$ cat config.mk
export PLATFORM = sky130hd
export DESIGN_NAME = comp_frame_accum
export DESIGN_NICKNAME = d
export VERILOG_FILES = /design/src/rtl/comp_frame_accum.sv
export SDC_FILE = /design/constraint.sdc
export NUM_CORES = 1
export LEC_CHECK = 0
export CAP_MARGIN = 20
export CORE_ASPECT_RATIO = 1.1
export CORE_MARGIN = 3
export CORE_UTILIZATION = 60
export CTS_CLUSTER_SIZE = 12
export DETAILED_ROUTE_END_ITERATION = 16
export HOLD_SLACK_MARGIN = 0.12
export PLACE_DENSITY = 0.84
export SLEW_MARGIN = 20
export SYNTH_ARGS = -nofsm -noshare
export SYNTH_HDL_FRONTEND = slang
export SYNTH_SLANG_ARGS = --single-unit
$ cat constraint.sdc
create_clock -name clk -period 4.3 [get_ports clk]
set_input_delay 0.86 -clock clk [delete_from_list [all_inputs] [get_ports clk]]
set_output_delay 0.86 -clock clk [all_outputs]
set_load 0.005 [all_outputs]
$ cat src/rtl/comp_frame_accum.sv
// ---------------------------------------------------------------------------
// comp_frame_accum
//
// Frame accumulator that sits after the `comp` stage. Each valid sample pair
// (i_data_a, i_data_b) is summed into two unsigned saturating accumulators.
// After p_frame valid samples the frame totals go into a one-entry output
// register. That register uses a valid/ready handshake. The upstream stage is
// never stalled: a frame that completes while the output register still holds
// an unaccepted result is dropped, and o_ovf is set.
//
// Parameters:
//   p_size      - input width of `comp`; data inputs here are 2*p_size bits
//   p_frame     - valid samples per frame (1..255)
//   p_acc_width - accumulator / sum output width (>= 2*p_size)
//
// Ports:
//   clk       - clock, all state changes on the rising edge
//   rst       - asynchronous active-low reset
//   i_clr     - synchronous clear of frame, output register and flags
//   i_data_a  - sample A (from comp o_param)
//   i_data_b  - sample B (from comp o_param_2)
//   i_dv      - sample valid (from comp dv)
//   i_ready   - downstream accepts the presented result this cycle
//   o_valid   - output register holds an unconsumed frame result
//   o_sum_a   - frame total of A
//   o_sum_b   - frame total of B
//   o_sat     - the presented result saturated in A or B
//   o_ovf     - sticky: a completed frame was dropped
// ---------------------------------------------------------------------------
module comp_frame_accum #(
    parameter int p_size      = 1,
    parameter int p_frame     = 4,
    parameter int p_acc_width = 2 * p_size + 8
) (
    input  logic                     clk,
    input  logic                     rst,
    input  logic                     i_clr,
    input  logic [2*p_size-1:0]      i_data_a,
    input  logic [2*p_size-1:0]      i_data_b,
    input  logic                     i_dv,
    input  logic                     i_ready,
    output logic                     o_valid,
    output logic [p_acc_width-1:0]   o_sum_a,
    output logic [p_acc_width-1:0]   o_sum_b,
    output logic                     o_sat,
    output logic                     o_ovf
);

    localparam int              lp_dw   = 2 * p_size;
    localparam logic [7:0]      lp_last = 8'(p_frame - 1);

    typedef enum logic {
        ST_EMPTY = 1'b0,
        ST_FULL  = 1'b1
    } state_t;

    // Saturating unsigned add. The MSB of the result is the saturation flag.
    // The low bits are the clamped sum. Once an accumulator sits at max, any
    // non-zero addend carries out again, so it stays pinned at max.
    function automatic logic [p_acc_width:0] sat_add(
        input logic [p_acc_width-1:0] acc,
        input logic [lp_dw-1:0]       d
    );
        logic [p_acc_width:0] s;
        s = {1'b0, acc} + {{(p_acc_width + 1 - lp_dw){1'b0}}, d};
        if (s[p_acc_width]) begin
            sat_add = {1'b1, {p_acc_width{1'b1}}};
        end else begin
            sat_add = s;
        end
    endfunction

    // Frame state
    logic [7:0]             r_cnt;
    logic [p_acc_width-1:0] r_acc_a;
    logic [p_acc_width-1:0] r_acc_b;
    logic                   r_frame_sat;

    // Output register state
    state_t                 r_state;
    logic [p_acc_width-1:0] r_sum_a;
    logic [p_acc_width-1:0] r_sum_b;
    logic                   r_sat;
    logic                   r_ovf;

    // Combinational helpers
    logic [p_acc_width:0]   w_add_a;
    logic [p_acc_width:0]   w_add_b;
    logic                   w_last;
    logic                   w_complete;
    logic                   w_frame_sat;
    state_t                 w_state_next;
    logic                   w_load;
    logic                   w_drop;

    assign w_add_a     = sat_add(r_acc_a, i_data_a);
    assign w_add_b     = sat_add(r_acc_b, i_data_b);
    assign w_last      = (r_cnt == lp_last);
    // i_clr wins over a coincident sample, so that sample never completes a frame.
    assign w_complete  = i_dv & ~i_clr & w_last;
    assign w_frame_sat = r_frame_sat | w_add_a[p_acc_width] | w_add_b[p_acc_width];

    // Sample counter, accumulators and per-frame saturation tracking.
    always_ff @(posedge clk or negedge rst) begin
        if (!rst) begin
            r_cnt       <= 8'd0;
            r_acc_a     <= '0;
            r_acc_b     <= '0;
            r_frame_sat <= 1'b0;
        end else if (i_clr) begin
            r_cnt       <= 8'd0;
            r_acc_a     <= '0;
            r_acc_b     <= '0;
            r_frame_sat <= 1'b0;
        end else if (i_dv) begin
            if (w_last) begin
                // The last sample goes straight into the result, so the frame
                // restarts empty. With p_frame=1 every sample lands here.
                r_cnt       <= 8'd0;
                r_acc_a     <= '0;
                r_acc_b     <= '0;
                r_frame_sat <= 1'b0;
            end else begin
                r_cnt       <= r_cnt + 8'd1;
                r_acc_a     <= w_add_a[p_acc_width-1:0];
                r_acc_b     <= w_add_b[p_acc_width-1:0];
                r_frame_sat <= w_frame_sat;
            end
        end
    end

    // Output register state, held apart from its next-state logic.
    always_ff @(posedge clk or negedge rst) begin
        if (!rst) begin
            r_state <= ST_EMPTY;
        end else if (i_clr) begin
            r_state <= ST_EMPTY;
        end else begin
            r_state <= w_state_next;
        end
    end

    // Next state: decide whether to load, drop or retire the output entry.
    always_comb begin
        w_state_next = r_state;
        w_load       = 1'b0;
        w_drop       = 1'b0;
        case (r_state)
            ST_EMPTY: begin
                // i_ready has no effect while nothing is presented.
                if (w_complete) begin
                    w_load       = 1'b1;
                    w_state_next = ST_FULL;
                end else begin
                    w_state_next = ST_EMPTY;
                end
            end
            ST_FULL: begin
                if (w_complete) begin
                    // Same-cycle accept frees the slot for the new result.
                    // Otherwise the new result is lost.
                    if (i_ready) begin
                        w_load = 1'b1;
                    end else begin
                        w_drop = 1'b1;
                    end
                    w_state_next = ST_FULL;
                end else if (i_ready) begin
                    w_state_next = ST_EMPTY;
                end else begin
                    w_state_next = ST_FULL;
                end
            end
            default: begin
                w_state_next = ST_EMPTY;
            end
        endcase
    end

    // Result data and sticky overflow. Data only changes on a load, so it
    // holds while EMPTY and while a presented result waits for acceptance.
    always_ff @(posedge clk or negedge rst) begin
        if (!rst) begin
            r_sum_a <= '0;
            r_sum_b <= '0;
            r_sat   <= 1'b0;
            r_ovf   <= 1'b0;
        end else if (i_clr) begin
            r_sum_a <= '0;
            r_sum_b <= '0;
            r_sat   <= 1'b0;
            r_ovf   <= 1'b0;
        end else begin
            if (w_load) begin
                r_sum_a <= w_add_a[p_acc_width-1:0];
                r_sum_b <= w_add_b[p_acc_width-1:0];
                r_sat   <= w_frame_sat;
            end
            if (w_drop) begin
                r_ovf <= 1'b1;
            end
        end
    end

    assign o_valid = (r_state == ST_FULL);
    assign o_sum_a = r_sum_a;
    assign o_sum_b = r_sum_b;
    assign o_sat   = r_sat;
    assign o_ovf   = r_ovf;

endmodule

==> metrics.csv <==
metric,value,unit
routability congestion estimate from global placement,0.8454,
cell area after technology mapping,0.002836,mm^2
placed cell count,367,
Avg Vias per Cell,6.217,
Final Util,72.85,%
critical path type,input port to register,
number of top-level design ports,32,
H-tree depth,2,
wire length reported by the detailed router,6501,um
fraction of power spent switching nets,25.90,%
worst supply voltage drop on vdd,0.1268,mV
number of standard-cell rows in the floorplan,25,
final number of hold-violating endpoints,0,
buffer depth of the longest clock path,2,
buffers inserted during post-CTS setup optimization,0,
share of synthesized area occupied by flip-flops and latches,45.88,%
synthesized netlist net count,309,
TritonCTS buffer count,5,
launch point of the worst reg-to-reg path,r_acc_b[0],
"count of placed standard cells in the final layout, fillers left out",374,
R2R Path End,r_acc_b[8],
type of the tightest min-delay check,register to register,
TritonCTS clock tree,built,
CTS Sinks,52,
number of buffers added on ports,31,
power per cell area,268.6,mW/mm^2
required time worst endpoint,4460,ps
source-to-sink clock delay at the later pin of the worst-skew pair,300,ps
total of max-cap violations,0,
via count,2325,
Tot Pwr,0.8690,mW
GRT Total Usage,24.81,%
Sum Neg Setup Slack,0,ps
wire length per cell after detailed routing,17.38,um
"Slew Viols, Final",0,
synthesis-stage register bit count,52,
maximum frequency from static timing analysis,317.0,MHz
Final Setup Violations,0,
startpoint types,input port,
"Distinct cells, synth",58,
Resize count post-CTS,0,
number of antenna violations at the first check in global routing,0,
internal cell power,0.6439,mW
Worst Skew,4.166,ps
CP arrival,3310,ps
clock tree root buffer cell,sky130_fd_sc_hd__clkbuf_8,
count of antenna diodes in the layout,0,
final cycle utilization of the critical path,73.36,%
hold path cells,2,
area of the die,0.005589,mm^2
number of DRC markers in iteration 0,183,
via count of the first global-routing pass,2295,
RSZ-0062 raised after global routing,no,
hold path startpoint,r_acc_b[0],
grt total ovfl,0,
area of combinational cells with multiple inputs,0.001405,mm^2
Sequential cell area,0.001301,mm^2
portion of total power attributed to the clock network,30.8,%
total of fill cells in the finished design,371,
Clock transition at path regs,90,ps
final hold slack,496.0,ps
instance count of the mapped netlist,293,
total half-perimeter wirelength after legalization and detailed placement,4365,um
Critical Path Sink Type,register,
FF-to-FF path depth,7,
post-synthesis average cell area,9.681,um^2
# hold bufs at CTS,0,
First-pass DRT Iterations,4,
maximum number of pins on one net before global-route repair,53,
"most common cell after layout, fill and taps aside",sky130_fd_sc_hd__dfrtp_1,
total number of nets in the final design,336,
remaining design rule violation count,0,
horizontal die dimension,71.56,um
relative slew slack,39.49,%
placeable core region,0.004442,mm^2
"commonest cells after routing, fill and taps aside","sky130_fd_sc_hd__dfrtp_1, sky130_fd_sc_hd__nor2_1, sky130_fd_sc_hd__clkdlybuf4s50_1",
Psw,0.2251,mW
share of cells above drive strength 1,8.438,%
min Tclk post-route,3155,ps
initial core utilization,63.86,%
overall die height,78.11,um
share of power burned in registers,58.4,%
result of the run,finished clean,
DRT antenna net count,0,
worst reg2reg setup slack,1810,ps
measured slew at the worst slew-check pin,907.6,ps
Worst Path Max Fanout,7,
leakage power total,1.308,nW
first-pass GRT wire length,10990,um
combinational cell fraction of total power,10.8,%
relative area change from synthesis to final layout,14.07,%
synthesis warning total,0,
Worst Hold Path EP,r_acc_b[0],
[cell usage after synthesis (all sizes together)]
cell type	n	area [um^2]
a22o	2	17.52
or4b	3	33.78
o21ai	23	115.1
nand2b	4	25.02
nor4b	3	41.29
and4bb	1	12.51
a21o	4	30.03
o311ai	1	8.760
inv	13	48.80
nand4	3	33.78
o31ai	1	7.510
or3	4	25.02
o21a	2	15.01
nand3	11	60.06
nor2	31	116.4
nor4	2	27.53
clkbuf	8	32.53
o22ai	2	12.51
a21oi	18	90.09
fa	2	40.04
a2111oi	1	15.01
or2	1	6.260
a311oi	5	50.04
mux2	1	11.26
mux2i	3	30.03
nor3	7	35.03
a31oi	3	18.77
buf	7	48.79
a211oi	13	112.6
xnor2	5	43.79
and3	4	25.02
o221ai	2	23.77
o22a	1	8.760
a311o	1	10.01
a41o	1	10.01
nand3b	5	37.54
and2	2	12.51
o211ai	3	22.52
dfrtp	52	1301
ha	5	62.56
xor2	4	35.03
nand2	26	97.59
and4	1	8.760
a22oi	1	7.510
o2bb2ai	1	8.760
[how the worst max path moves through the flow]
stage / startpoint / end / slack, ps / depth (start not counted)
after floorplan: i_data_b[0] / o_sum_b[8] / 1500 / 7
after global placement: i_data_b[0] / r_acc_b[8] / 900 / 8
after detailed placement: i_data_b[0] / o_sum_b[8] / 840 / 8
after CTS: i_data_b[0] / r_acc_b[8] / 1160 / 8
after global routing: i_data_b[0] / o_sum_b[8] / 1070 / 8
final: i_data_b[0] / r_acc_b[8] / 1150 / 8
[state kept, by name, indices dropped and copies added, names as in the netlist]
name	cells
o_sat	1
r_frame_sat	1
r_acc_b	10
o_sum_b	10
o_valid	1
o_sum_a	10
r_cnt	8
o_ovf	1
r_acc_a	10
[routing by layer]
metal	vias up	wire [um]	GRT usage (%)
li1	1114	-	-
met1	1119	2810	32.47
met2	85	3225	40.99
met3	7	390	4.609
met4	0	75	8.835
met5	-	0	0
[stage by stage]
stage / worst slack [ps] / cell area (um^2)
5_1_grt: 1069 / 3236
2_1_floorplan: 1498 / 2836
4_1_cts: 1158 / 3236
3_3_place_gp: 899.8 / 3158
3_5_place_dp: 838.0 / 3158
6_report: 1145 / 3236
[logic make-up after synthesis]
family                   after synthesis  share of synthesized area (%)
AO/OA/AOI/OAI                         85                          20.60
XOR/XNOR                               9                          2.779
AND/OR/NAND/NOR                      108                          21.08
adder cells (fa/ha/maj)                7                          3.617
buffers and inverters                 28                          4.587
multiplexers                           4                          1.456
flip-flops                            52                          45.88
[power by group through the flow]
stage	Clock (mW)	Combinational (mW)	Sequential (mW)
after floorplan	0	0.0586	0.513
after global placement	0	0.0897	0.516
after detailed placement	0	0.0926	0.517
after CTS	0.273	0.0940	0.508
after global routing	0.292	0.105	0.509
final	0.268	0.0938	0.508
[critical path, cell delays in order]
cell and delay [ps]:
sky130_fd_sc_hd__clkdlybuf4s50_1 470, sky130_fd_sc_hd__ha_1 190, sky130_fd_sc_hd__inv_1 60, sky130_fd_sc_hd__fa_1 510
sky130_fd_sc_hd__nand3b_1 320, sky130_fd_sc_hd__or4b_2 670, sky130_fd_sc_hd__o21ai_0 120, sky130_fd_sc_hd__o21ai_0 110
[layout make-up]
cell class	count	area share, %
sequential	52	40.22
inverter	13	1.508
tap	54	2.088
timing repair buffer	35	10.36
clock buffer	6	2.243
clock inverter	1	0.1547
multi-input combinational	213	43.43
Power figures use the tool's default switching activity.
